$ cat config.mk
export PLATFORM = sky130hd
export DESIGN_NAME = digit_serial_adder_flat
export DESIGN_NICKNAME = d
export VERILOG_FILES = /design/src/rtl/dsa_pkg.sv /design/src/rtl/digit_serial_adder_if.sv /design/src/rtl/digit_serial_adder_fa_digit.sv /design/src/rtl/digit_serial_adder.sv /design/src/flat_wrapper.sv
export SDC_FILE = /design/constraint.sdc
export NUM_CORES = 1
export LEC_CHECK = 0
export BUFFER_PORTS_ARGS = -buffer_cell sky130_fd_sc_hd__buf_2
export CAP_MARGIN = 20
export CORE_AREA = 5 5 75 77
export CTS_BUF_LIST = sky130_fd_sc_hd__clkbuf_8
export CTS_CLUSTER_SIZE = 24
export DETAILED_ROUTE_END_ITERATION = 10
export DIE_AREA = 0 0 80 82
export PLACE_DENSITY = 0.84
export SETUP_SLACK_MARGIN = 0.4
export SYNTH_ARGS = -nofsm -noshare
export SYNTH_HDL_FRONTEND = slang
export SYNTH_HIERARCHICAL = 1
export SYNTH_SLANG_ARGS = --single-unit
$ cat constraint.sdc
create_clock -name clk -period 8.2 [get_ports clk]
set_clock_uncertainty 0.2 [all_clocks]
set_input_delay 1.23 -clock clk [delete_from_list [all_inputs] [get_ports clk]]
set_output_delay 1.23 -clock clk [all_outputs]
set_load 0.005 [all_outputs]
$ cat src/rtl/dsa_pkg.sv
// Shared types and elaboration helpers for the digit-serial adder.
//   dsa_state_t : FSM state encoding (IDLE, RUN, DONE)
//   ndig_f      : number of digits per operand (WIDTH / DIGIT)
//   cnt_w_f     : digit counter width, clog2(NDIG) with a floor of 1
package dsa_pkg;

    typedef enum logic [1:0] {
        IDLE = 2'd0,
        RUN  = 2'd1,
        DONE = 2'd2
    } dsa_state_t;

    function automatic int unsigned ndig_f(input int unsigned width, input int unsigned digit);
        return width / digit;
    endfunction

    function automatic int unsigned cnt_w_f(input int unsigned ndig);
        return (ndig <= 1) ? 1 : $clog2(ndig);
    endfunction

endpackage

$ cat src/rtl/digit_serial_adder_if.sv
// Start/ready/done handshake and operand/result bus of the digit-serial adder.
//   master : drives start, sub, a, b; observes ready, busy, done, sum, carry_out, overflow
//   slave  : the adder side of the same signals
interface digit_serial_adder_if #(
    parameter int unsigned WIDTH = 16
);
    logic             start;
    logic             sub;
    logic [WIDTH-1:0] a;
    logic [WIDTH-1:0] b;
    logic             ready;
    logic             busy;
    logic             done;
    logic [WIDTH-1:0] sum;
    logic             carry_out;
    logic             overflow;

    modport master (
        output start, sub, a, b,
        input  ready, busy, done, sum, carry_out, overflow
    );

    modport slave (
        input  start, sub, a, b,
        output ready, busy, done, sum, carry_out, overflow
    );
endinterface

$ cat src/rtl/digit_serial_adder_fa_digit.sv
// Combinational DIGIT-bit ripple adder built from half-adder pairs.
//   x, y     : digit operands
//   cin      : carry in
//   s        : digit sum
//   cout     : carry out of the top bit
//   c_msb_in : carry into the top bit (for signed overflow)
module fa_digit #(
    parameter int unsigned DIGIT = 4
) (
    input  logic [DIGIT-1:0] x,
    input  logic [DIGIT-1:0] y,
    input  logic             cin,
    output logic [DIGIT-1:0] s,
    output logic             cout,
    output logic             c_msb_in
);
    logic [DIGIT:0]   c;
    logic [DIGIT-1:0] h;
    logic [DIGIT-1:0] g;
    logic [DIGIT-1:0] p;

    assign c[0] = cin;

    // Each bit: first half adder on x/y, second on partial sum/carry
    for (genvar i = 0; i < int'(DIGIT); i++) begin : g_bit
        assign h[i]   = x[i] ^ y[i];
        assign g[i]   = x[i] & y[i];
        assign s[i]   = h[i] ^ c[i];
        assign p[i]   = h[i] & c[i];
        assign c[i+1] = g[i] | p[i];
    end

    assign cout     = c[DIGIT];
    assign c_msb_in = c[DIGIT-1];
endmodule

$ cat src/rtl/digit_serial_adder.sv
// Digit-serial add/subtract of two WIDTH-bit operands, DIGIT bits per clock, LSD first.
//   clk, rst_n : clock, asynchronous active-low reset
//   bus        : start/sub/a/b in; ready/busy/done/sum/carry_out/overflow out (all registered)
module digit_serial_adder
    import dsa_pkg::*;
#(
    parameter int unsigned WIDTH  = 16,
    parameter int unsigned DIGIT  = 4,
    parameter int unsigned SUB_EN = 1
) (
    input  logic                 clk,
    input  logic                 rst_n,
    digit_serial_adder_if.slave  bus
);
    localparam int unsigned NDIG = ndig_f(WIDTH, DIGIT);
    localparam int unsigned CW   = cnt_w_f(NDIG);

    if ((DIGIT < 1) || (DIGIT > WIDTH) || ((WIDTH % DIGIT) != 0)) begin : g_bad_param
        $error("digit_serial_adder: WIDTH must be a non-zero multiple of DIGIT");
    end

    dsa_state_t       state;
    logic [CW-1:0]    cnt;
    logic [WIDTH-1:0] a_q;
    logic [WIDTH-1:0] b_q;
    logic             carry_q;
    logic [WIDTH-1:0] sum_q;
    logic             co_q;
    logic             ov_q;
    logic             ready_q;
    logic             busy_q;
    logic             done_q;

    int unsigned      base;
    logic [DIGIT-1:0] x_dig;
    logic [DIGIT-1:0] y_dig;
    logic [DIGIT-1:0] s_dig;
    logic             d_cout;
    logic             d_cmsb;
    logic             sub_eff;
    logic             last;

    // Digit slice selected by the counter
    assign base    = 32'(cnt) * DIGIT;
    assign x_dig   = a_q[base +: DIGIT];
    assign y_dig   = b_q[base +: DIGIT];
    assign sub_eff = (SUB_EN != 0) && bus.sub;
    assign last    = (cnt == CW'(NDIG - 1));

    fa_digit #(.DIGIT(DIGIT)) u_fa (
        .x        (x_dig),
        .y        (y_dig),
        .cin      (carry_q),
        .s        (s_dig),
        .cout     (d_cout),
        .c_msb_in (d_cmsb)
    );

    // FSM, operand/result registers and status flags
    always_ff @(posedge clk or negedge rst_n) begin
        if (!rst_n) begin
            state   <= IDLE;
            cnt     <= '0;
            a_q     <= '0;
            b_q     <= '0;
            carry_q <= 1'b0;
            sum_q   <= '0;
            co_q    <= 1'b0;
            ov_q    <= 1'b0;
            ready_q <= 1'b1;
            busy_q  <= 1'b0;
            done_q  <= 1'b0;
        end else begin
            case (state)
                IDLE: begin
                    if (bus.start) begin
                        // Subtract as A + ~B + 1: invert B and seed the carry
                        a_q     <= bus.a;
                        b_q     <= sub_eff ? ~bus.b : bus.b;
                        carry_q <= sub_eff;
                        cnt     <= '0;
                        co_q    <= 1'b0;
                        ov_q    <= 1'b0;
                        state   <= RUN;
                        ready_q <= 1'b0;
                        busy_q  <= 1'b1;
                    end
                end
                RUN: begin
                    sum_q[base +: DIGIT] <= s_dig;
                    carry_q              <= d_cout;
                    if (last) begin
                        cnt    <= '0;
                        co_q   <= d_cout;
                        ov_q   <= d_cmsb ^ d_cout;
                        state  <= DONE;
                        busy_q <= 1'b0;
                        done_q <= 1'b1;
                    end else begin
                        cnt <= cnt + CW'(1);
                    end
                end
                DONE: begin
                    state   <= IDLE;
                    done_q  <= 1'b0;
                    ready_q <= 1'b1;
                end
                default: begin
                    state   <= IDLE;
                    ready_q <= 1'b1;
                    busy_q  <= 1'b0;
                    done_q  <= 1'b0;
                end
            endcase
        end
    end

    assign bus.ready     = ready_q;
    assign bus.busy      = busy_q;
    assign bus.done      = done_q;
    assign bus.sum       = sum_q;
    assign bus.carry_out = co_q;
    assign bus.overflow  = ov_q;
endmodule

$ cat src/flat_wrapper.sv
// flat-port wrapper written by rule: the top's interface ports become plain ports
module digit_serial_adder_flat import dsa_pkg::*;
#(
    parameter int unsigned WIDTH  = 16,
    parameter int unsigned DIGIT  = 4,
    parameter int unsigned SUB_EN = 1
)
  (clk, rst_n, bus_start, bus_sub, bus_a, bus_b, bus_ready, bus_busy, bus_done, bus_sum, bus_carry_out, bus_overflow);
  digit_serial_adder_if #(.WIDTH(WIDTH)) bus_i ();
  input  logic clk;
  input  logic rst_n;
  input wire logic [$bits(bus_i.start)-1:0] bus_start;
  input wire logic [$bits(bus_i.sub)-1:0] bus_sub;
  input wire logic [$bits(bus_i.a)-1:0] bus_a;
  input wire logic [$bits(bus_i.b)-1:0] bus_b;
  output wire logic [$bits(bus_i.ready)-1:0] bus_ready;
  output wire logic [$bits(bus_i.busy)-1:0] bus_busy;
  output wire logic [$bits(bus_i.done)-1:0] bus_done;
  output wire logic [$bits(bus_i.sum)-1:0] bus_sum;
  output wire logic [$bits(bus_i.carry_out)-1:0] bus_carry_out;
  output wire logic [$bits(bus_i.overflow)-1:0] bus_overflow;
  assign bus_i.start = bus_start;
  assign bus_i.sub = bus_sub;
  assign bus_i.a = bus_a;
  assign bus_i.b = bus_b;
  assign bus_ready = bus_i.ready;
  assign bus_busy = bus_i.busy;
  assign bus_done = bus_i.done;
  assign bus_sum = bus_i.sum;
  assign bus_carry_out = bus_i.carry_out;
  assign bus_overflow = bus_i.overflow;
  digit_serial_adder #(.WIDTH(WIDTH), .DIGIT(DIGIT), .SUB_EN(SUB_EN)) u_core (.clk(clk), .rst_n(rst_n), .bus(bus_i));
endmodule
==> impl_metrics.ini, run 1 <==
[run_status]
status = finished clean

[place]
place_congestion = 0.7750
placed_area_mm2 = 0.003153
dp_hpwl_mm = 3.775
place.port_buffers = 56

[die]
die_w_um = 80
core_mm2 = 0.004945
die_h_um = 82
io_pins = 57
fp-row-count = 26
dieArea_mm2 = 0.006560
start_util = 0.5734

[critical_path]
cp-startpoint = u_core/cnt[0]
reg2reg_depth = 11
critical_path.cell_chain = mux4_2, inv_1, fa_1, inv_1, fa_1, inv_1, fa_1, inv_1, fa_1, xor2_1, a22o_1
crit_path_start_kind = flip-flop
max_stage_delay_ps = 880
crit_path_end_kind = flip-flop
path_class = reg -> reg
crit_slowest_cell = dfrtp_1
r2r_end = u_core/bus.overflow
arrival_ps = 3590
rr_startpoint = u_core/cnt[0]
ff2ff_setup_slack_ps = 4620
cp_data_required_time_ps = 8210
crit_path_end = u_core/bus.overflow
cp_max_fo = 18

[logic_synthesis]
synth_top_area_cell = dfrtp_1
syn_nets = 278
syn_inst = 232
yosysSeqAreaShare = 0.5124
syn_area_mm2 = 0.002835
synth_top_area_share = 0.5031
ys_seq_elements = 58
yosys_warnings = 6
synth.area.top_cells = dfrtp_1 (50%), mux2_1 (6.4%), mux4_2 (6.4%), xnor2_1 (4.9%), a22o_1 (3.4%)
ys_types = 32
syn-mean-instance-area_um2 = 12.22

[drt]
routed_via_density = 5.155
wirelength_mm = 5.372
first_iter_violations = 130
vias = 1866
drc = 0
dr.pass1.iters = 4
wl_per_cell_um = 14.84
ant_nets = 0

[timing]
maxSlewViolCount = 0
setup_violations = 0
fmax_ghz = 0.2793
tightest_slew_ps = 932.4
finalHoldViolCount = 0
fin_crit_ps = 3581
rsz0062_at_grt = false
min_period_over_period = 0.4367
relSlewSlack = 0.3777
tns_ps = 0

[global_route]
grt_pass1_vias = 1829
antenna_found_initial = 0
grt-ovfl-total = 0
grt_max_degree = 59
grt.total_usage = 0.1849
grt_pass1_wl_mm = 8.963

[power]
p_per_area_mw_per_mm2 = 423.2
pwr-share-clk = 0.156
switching_share = 0.4024
p_seq_frac = 0.376
intPower_mw = 0.8376
p_leak_nw = 1.552
p_comb_frac = 0.468
switchingPower_mw = 0.5640
ir_drop_uv = 192.2

[final_layout]
design_area_mm2 = 0.003312
fin_util = 0.6698
syn2layout_area_growth_pct = 16.81
final_common_cell = dfrtp_1
layout_common_cells = dfrtp_1 (57), buf_2 (56), nor2_1 (22)
diodes = 0
post_route_cells_drive_above_1_share = 0.2911
finalNetCount = 336

[clock_network]
cts.sinks = 58
post_cts_buffers = 0
root_buffer = clkbuf_8
ctsHoldBuffers = 0
insertion_delay_ps = 320
clockBufferDepth = 2
cts_buffers = 9
cts_resized = 0
cts_tree = built
cts_max_level = 3
path_clk_slew_ps = 60

[flow_run]
maxCapViolCount = 0

[worst_hold_path]
hp-class = reg -> reg
critical path, delay by kind of cell, from the launching register on:
family                     cells  cell delay (ps)
adders and majority gates      4             1110
DFF                            1              880
buffers and inverters          4              300
AOI/OAI and AO/OA              1              190
xor gates and xnor gates       1              190
muxes                          1              590
power by group through the flow:
stage / logic (mW) / clock network [mW] / registers [mW]
2_1_floorplan: 0.510 / 0 / 0.482
4_1_cts: 0.660 / 0.222 / 0.528
6_report: 0.656 / 0.218 / 0.527
5_1_grt: 0.736 / 0.239 / 0.548
3_3_place_gp: 0.627 / 0 / 0.526
3_5_place_dp: 0.653 / 0 / 0.532
final cells by class:
class | instances | area, um2
clock inverters | 2 | 7.507
clock buffers | 11 | 151.4
fillers | 386 | 1633
inverters | 13 | 48.80
well taps | 70 | 87.58
flip-flops and latches | 58 | 1453
repair buffers | 58 | 295.3
multi-input cells | 150 | 1269
state kept, by name, indices dropped and copies added (netlist names), 2 cells and up:
register	flops
u_core/b_q	16
u_core/cnt	2
u_core/bus.sum	16
u_core/state	2
u_core/a_q	16
through the flow:
| step | instances | power, mW | setup slack (ps) | hold slack (ps) |
|---|---|---|---|---|
| finish | 362 | 1.402 | 4619 | 278.8 |
| global route | 362 | 1.524 | 4372 | 299.4 |
| CTS | 362 | 1.411 | 4617 | 283.1 |
| detailed placement | 349 | 1.184 | 4647 | 269.9 |
| global placement | 349 | 1.153 | 4740 | 262.1 |
| floorplan | 232 | 0.9922 | 5009 | 252.4 |
synthesized netlist by cell type:
library cell   n
nor4b_4        1
nor4b_2        1
nand2_1       19
ha_1           6
dfstp_2        1
and2b_1        1
xor2_1         1
buf_4          7
o21bai_1       1
mux4_2         8
nand2b_1       1
o21ai_1        9
a21oi_1       19
clkbuf_1       1
nor2b_1        2
nor4_4         1
xnor2_1       16
and4bb_2       1
buf_2          3
nand3b_1       2
inv_1         13
nor3b_2        1
a22oi_1        1
mux2_1        16
mux2i_1        1
fa_1           4
o21ai_0        2
nand3b_4       2
and2_1         1
dfrtp_1       57
a22o_1        11
nor2_1        22
cell families (layout without fill, tap and decap cells):
logic type | count (synthesis) | after routing | synth area share
DFF | 58 | 58 | 0.5124
xor gates and xnor gates | 17 | 17 | 0.05251
adders and majority gates | 10 | 10 | 0.05472
muxes | 25 | 25 | 0.1306
buffers and inverters | 24 | 84 | 0.04236
AOI/OAI and AO/OA | 43 | 43 | 0.09223
and+or+nand+nor | 55 | 55 | 0.1152
per-layer routing:
layer | GRT usage | vias up | wire (um)
met2 | 0.2839 | 54 | 2602
li1 | - | 908 | -
met1 | 0.2460 | 896 | 2353
met4 | 0.07095 | 0 | 80
met3 | 0.05921 | 8 | 335
met5 | 0 | - | 0
worst min path at each step:
stage	start	to	slack [ps]	cells after the start
6_report	u_core/bus.sum[5]	u_core/bus.sum[5]	280	2
5_1_grt	u_core/bus.sum[6]	u_core/bus.sum[6]	300	2
4_1_cts	u_core/bus.sum[5]	u_core/bus.sum[5]	280	2
3_3_place_gp	u_core/bus.sum[14]	u_core/bus.sum[14]	260	2
3_5_place_dp	u_core/bus.sum[5]	u_core/bus.sum[5]	270	2
2_1_floorplan	u_core/a_q[10]	u_core/a_q[10]	250	1
No activity file was read; power rests on OpenSTA's default activity.
==> run 2, diff against run 1 <==
--- a/config.mk
+++ b/config.mk
@@ -7,12 +7,12 @@
 export LEC_CHECK = 0
 export BUFFER_PORTS_ARGS = -buffer_cell sky130_fd_sc_hd__buf_2
 export CAP_MARGIN = 20
-export CORE_AREA = 5 5 75 77
+export CORE_AREA = 5 5 77 79
 export CTS_BUF_LIST = sky130_fd_sc_hd__clkbuf_8
 export CTS_CLUSTER_SIZE = 24
 export DETAILED_ROUTE_END_ITERATION = 10
-export DIE_AREA = 0 0 80 82
-export PLACE_DENSITY = 0.84
+export DIE_AREA = 0 0 82 84
+export PLACE_DENSITY = 0.8
 export SETUP_SLACK_MARGIN = 0.4
 export SYNTH_ARGS = -nofsm -noshare
 export SYNTH_HDL_FRONTEND = slang
==> constraint.sdc (replaced) <==
create_clock -name clk -period 3.4 [get_ports clk]
set_clock_uncertainty 0.2 [all_clocks]
set_input_delay 0.51 -clock clk [delete_from_list [all_inputs] [get_ports clk]]
set_output_delay 0.51 -clock clk [all_outputs]
set_load 0.005 [all_outputs]
==> run 2 against run 1 <==
Net effect:
- final cell count is 2.8% higher
- wire length is 4.7% higher
- first-iteration DRC count is 48% lower
- worst setup slack worse by 4200 ps
- power is 150% higher
- critical path depth stayed put
- sequential share of layout area is 0.64 points lower
- critical endpoint is now u_core/bus.sum[15]
==> impl_metrics.ini, run 2 (synthesized netlist as in run 1, its figures left out) <==
[run_status]
status = finished clean

[power]
switching_share = 0.3993
p_seq_frac = 0.355
switchingPower_mw = 1.388
p_leak_nw = 1.576
pwr-share-clk = 0.140
intPower_mw = 2.088
p_per_area_mw_per_mm2 = 1032
fin_total_pwr_mw = 3.475
ir_drop_uv = 491.0
p_comb_frac = 0.505

[timing]
tightest_slew_ps = 537.6
finalWorstSetupSlack_ps = 468.0
tns_ps = 0
maxSlewViolCount = 0
fin_crit_ps = 2932
min_period_over_period = 0.8624
rsz0062_at_grt = true
setup_violations = 0
fmax_ghz = 0.3411
relSlewSlack = 0.6416
finalHoldViolCount = 0

[worst_hold_path]
hp-start = bus_a[0]
hp-class = in -> reg

[die]
dieArea_mm2 = 0.006888
die_w_um = 82
die_h_um = 84
fp-row-count = 27
start_util = 0.5380
core_mm2 = 0.005270
io_pins = 57

[clock_network]
clockBufferDepth = 2
insertion_delay_ps = 330
cts_tree = built
cts_max_level = 3
root_buffer = clkbuf_8
cts.sinks = 58
path_clk_slew_ps = 60
cts_buffers = 9

[place]
place.port_buffers = 56
dpl_worst_slack_ps = 327.2
placed_area_mm2 = 0.003189
place_congestion = 0.7855
dp_hpwl_mm = 4.106
placed_cells = 354

[final_layout]
final_common_cell = buf_2
diodes = 0
fillers = 436
layout_common_cells = buf_2 (56), dfrtp_1 (55), nor2_1 (22)
syn2layout_area_growth_pct = 18.76
finalNetCount = 343
post_route_cells_drive_above_1_share = 0.3367
layout.cells.non_filler = 372
design_area_mm2 = 0.003367

[flow_run]
maxCapViolCount = 0

[drt]
wl_per_cell_um = 15.12
ant_nets = 0
drc = 0
dr.pass1.iters = 4
wirelength_mm = 5.624
vias = 1921
first_iter_violations = 67
routed_via_density = 5.164

[critical_path]
cp_data_required_time_ps = 3450
arrival_ps = 2980
cp_max_fo = 4
path_class = reg -> reg
crit_path_end_kind = flip-flop
crit_path_start_kind = flip-flop
rr_startpoint = u_core/cnt[0]
cp-startpoint = u_core/cnt[0]

[global_route]
grt.total_usage = 0.1806
grt_max_degree = 39
grt_pass1_wl_mm = 9.453
grt_pass1_vias = 1984
antenna_found_initial = 0
grt-ovfl-total = 0
run 2: timing repair:
action,CTS,global route
resized for setup,0,3
pin swaps,0,5
hold endpoints to repair,19,0
setup endpoints to repair,6,6
hold buffers,1,0
setup buffers,2,1
run 2: cell type report:
| type | instances | area (um2) | area share |
|---|---|---|---|
| Clock buffer | 9 | 123.9 | 0.03679 |
| Tap cell | 72 | 90.09 | 0.02676 |
| Sequential cell | 58 | 1455 | 0.4322 |
| Multi-Input combinational cell | 150 | 1279 | 0.3798 |
| Clock inverter | 5 | 20.02 | 0.005946 |
| Timing Repair Buffer | 65 | 350.3 | 0.1041 |
| Inverter | 13 | 48.80 | 0.01449 |
run 2: worst paths after layout:
check                                     end  slack (ps)  cells after the start
max in group asynchronous       u_core/cnt[1]        1670                      3
setup reg to reg           u_core/bus.sum[15]         470                     11
setup / recovery           u_core/bus.sum[15]         470                     11
hold / removal                  u_core/a_q[0]         200                      2
hold reg to reg             u_core/bus.sum[4]         280                      2
min in group asynchronous   u_core/bus.sum[0]         450                      2
run 2: stage by stage:
stage | hold slack [ps] | util
floorplan | 14.41 | -
CTS | 188.4 | 0.6372
detailed placement | 272.5 | 0.6052
finish | 196.4 | 0.6389
global route | 190.1 | 0.6389
global placement | 264.3 | 0.6052
run 2: layer usage:
metal | up-vias | part of all wire | GRT usage
met5 | - | 0 | 0
met4 | 0 | 0.012 | 0.07704
met3 | 6 | 0.048 | 0.04428
met2 | 47 | 0.49 | 0.2682
met1 | 943 | 0.45 | 0.2498
li1 | 925 | - | -
run 2: worst max-delay path: stages, from the launching register on:
cell     delay [ps]
dfrtp_2         420
mux4_2          530
inv_2            70
fa_2            190
inv_2            40
fa_2            350
inv_2            60
fa_2            180
inv_2            40
fa_2            570
nand2_1          70
o21ai_1         130
run 2: power groups by stage:
stage / logic [mW] / clock network [mW] / registers, mW
2_1_floorplan: 1.29 / 0 / 1.17
3_3_place_gp: 1.61 / 0 / 1.25
4_1_cts: 1.73 / 0.498 / 1.23
5_1_grt: 1.97 / 0.525 / 1.27
3_5_place_dp: 1.68 / 0 / 1.26
6_report: 1.75 / 0.488 / 1.23
==> run 3, diff against run 2 <==
--- a/config.mk
+++ b/config.mk
@@ -5,14 +5,15 @@
 export SDC_FILE = /design/constraint.sdc
 export NUM_CORES = 1
 export LEC_CHECK = 0
+export ABC_AREA = 1
 export BUFFER_PORTS_ARGS = -buffer_cell sky130_fd_sc_hd__buf_2
 export CAP_MARGIN = 20
-export CORE_AREA = 5 5 77 79
+export CORE_AREA = 5 5 78 80
 export CTS_BUF_LIST = sky130_fd_sc_hd__clkbuf_8
 export CTS_CLUSTER_SIZE = 24
 export DETAILED_ROUTE_END_ITERATION = 10
-export DIE_AREA = 0 0 82 84
-export PLACE_DENSITY = 0.8
+export DIE_AREA = 0 0 83 85
+export PLACE_DENSITY = 0.81
 export SETUP_SLACK_MARGIN = 0.4
 export SYNTH_ARGS = -nofsm -noshare
 export SYNTH_HDL_FRONTEND = slang
==> run 3 against run 2 <==
Net effect:
- count of clock-buffer cells in the layout is 1 higher
- via count rose by 27%
- core utilization up 2.9 points
- wire length is 16% higher
- final cell count rose by 34%
- sequential power hardly changed
- sequential share of layout area shrank 2.4 points
- fmax shrank 0.33%
- non-clock buffer count rose by 9
- combinational power grew 9%
- cell area rose by 5.9%
- critical path type unchanged
- largest power group unchanged
==> impl_metrics.ini, run 3 <==
[logic_synthesis]
ys_types = 26
synth_commonest_cells = nand2_1 (128), dfrtp_1 (57), o21ai_0 (38)
synth_top_area_cell = dfrtp_1
syn-mean-instance-area_um2 = 8.375
syn_inst = 352
syn_nets = 398
synth_fa_ha_area_frac = 0.05263
synth_mux_area_frac = 0
synth_top_area_share = 0.4839
synth_compound_area_frac = 0.08065
synth.most_common_cell = nand2_1
yosysSeqAreaShare = 0.4928
syn_area_mm2 = 0.002948
yosys_warnings = 6
synth_top_family_by_area = simple AND/OR/NAND/NOR gates
synthArstFlopShare = 1.000
synth_simple_gate_area_share = 0.2445
synthFlopType = dfrtp_1
synth.area.top_cells = dfrtp_1 (48%), nand2_1 (16%), o21ai_0 (6.5%), xnor2_1 (4.8%), nor2_1 (3.8%)
synth-xor-area-share = 0.04754
ys_seq_elements = 58
synth-edff-count = 0

[power]
ir_drop_uv = 469.0
p_per_area_mw_per_mm2 = 1043
p_leak_nw = 1.927

[global_route]
grt_pass1_wl_mm = 10.57
antenna_found_initial = 0
grt-ovfl-total = 0
grt_max_degree = 50
grt_pass1_vias = 2311
grt.total_usage = 0.1905

[drt]
routed_via_density = 4.903
ant_nets = 0
wirelength_mm = 6.517
wl_per_cell_um = 13.11
drc = 0
first_iter_violations = 166
vias = 2437
dr.pass1.iters = 4

[clock_network]
insertion_delay_ps = 340
cts.sinks = 58
cts_tree = built
path_clk_slew_ps = 70
cts_buffers = 9
root_buffer = clkbuf_8
cts_max_level = 3
clockBufferDepth = 2

[final_layout]
diodes = 0
finalNetCount = 467
post_route_cells_drive_above_1_share = 0.2635
layout.cells.non_filler = 497
syn2layout_area_growth_pct = 20.93
final_common_cell = nand2_1
layout_common_cells = nand2_1 (127), buf_2 (56), dfrtp_1 (56)

[critical_path]
critical_path.cell_chain = clkinv_4, nor2_4, o21ai_1, o21ai_1, inv_1, fa_2, inv_2, fa_2, inv_2, fa_2, inv_2, fa_1, inv_2, nor2_2, nand2_1, nand2_1
cp_data_required_time_ps = 3430
crit_path_start_kind = flip-flop
arrival_ps = 2970
crit_path_end_kind = flip-flop
path_class = reg -> reg
cp_num_buf_inv = 6
reg2reg_depth = 16
max_stage_delay_ps = 450
cp_max_fo = 4
path_depth = 16
critical-path-top-delay-family = adder cells
crit_top_cell = inv_2
crit_slowest_cell = fa_1

[run_status]
status = finished clean

[flow_run]
maxCapViolCount = 0

[die]
die_w_um = 83
start_util = 0.5523
die_h_um = 85
core_mm2 = 0.005338
fp-row-count = 27
dieArea_mm2 = 0.007055
io_pins = 57

[timing]
tns_ps = 0
finalWorstSetupSlack_ps = 458.2
setup_violations = 0
relSlewSlack = 0.4704
maxSlewViolCount = 0
rsz0062_at_grt = true
min_period_over_period = 0.8652
fin_crit_ps = 2942
finalHoldViolCount = 0
fmax_ghz = 0.3399
tightest_slew_ps = 793.5

[worst_hold_path]
hp-class = in -> reg
hold_depth = 3

[place]
place.port_buffers = 56
place_congestion = 0.8657
dpl_worst_slack_ps = 197.8
dp_hpwl_mm = 4.547
placed_cells = 468
==> run 3: cell types whose count changed in the layout (fill, tap and decap cells not counted), moves of 5 or more <==
cell and change:
a21oi_1 -18, a22o_1 -11, buf_4 +6, inv_1 +10
mux2_1 -16, mux4_2 -8, nand2_1 +108, nand3_1 +8
nor2_1 +5, o21ai_0 +31
==> run 3: power by group <==
group / total [mW] / leakage [nW] / internal (mW) / switching (mW)
clock network: 0.604 / 0.105 / 0.346 / 0.258
logic: 1.91 / 1.08 / 0.748 / 1.16
registers: 1.21 / 0.738 / 1.01 / 0.200
==> run 3: kinds of logic (layout without fill, tap and decap cells) <==
group / after synthesis / count (layout)
AOI/OAI and AO/OA: 45 / 45
xor gates and xnor gates: 16 / 16
adders and majority gates: 10 / 10
buffers and inverters: 45 / 118
DFF: 58 / 58
and+or+nand+nor: 178 / 178
==> run 3: stage by stage <==
stage,util,area [um2],total power [mW],hold slack [ps]
after floorplan,-,2953,2.387,14.41
after global placement,0.6038,3223,2.742,251.8
after detailed placement,0.6038,3223,2.806,252.4
after CTS,0.6496,3467,3.488,145.2
after global routing,0.6678,3565,4.049,143.4
final,0.6678,3565,3.717,164.8
==> run 3: cell type report <==
type / count / area, um2
clock buffer: 10 / 137.6
clock inverter: 5 / 47.55
fill: 463 / 1773
inverter: 29 / 118.9
multi-input combinational: 249 / 1287
sequential: 58 / 1454
tap: 72 / 90.09
timing repair buffer: 74 / 429.2
==> run 3: timing repair <==
item	in CTS	in global routing
pin swaps	0	4
setup buffers	6	7
gates resized for setup	4	21
hold endpoints to repair	17	0
setup endpoints to repair	6	8
hold buffers	1	0
==> run 3: routing by layer <==
| metal | vias up | global-route usage | wire (um) |
|---|---|---|---|
| met5 | - | 0 | 0 |
| met4 | 0 | 0.08470 | 96 |
| met3 | 10 | 0.07282 | 389 |
| met2 | 70 | 0.3222 | 3386 |
| met1 | 1123 | 0.2150 | 2645 |
| li1 | 1234 | - | - |
==> run 3: worst paths after layout <==
check	startpoint	slack [ps]	to
setup / recovery	u_core/cnt[1]	460	u_core/bus.sum[11]
hold / removal	bus_a[4]	160	u_core/a_q[4]
setup reg to reg	u_core/cnt[1]	460	u_core/bus.sum[11]
hold reg to reg	u_core/bus.sum[8]	270	u_core/bus.sum[8]
max in group asynchronous	rst_n	1710	u_core/cnt[0]
min in group asynchronous	rst_n	410	u_core/bus.sum[10]
==> run 3: tightest hold or removal path: stages <==
cell and delay [ps]:
buf_2 70, nand2_1 40, nand2_1 50
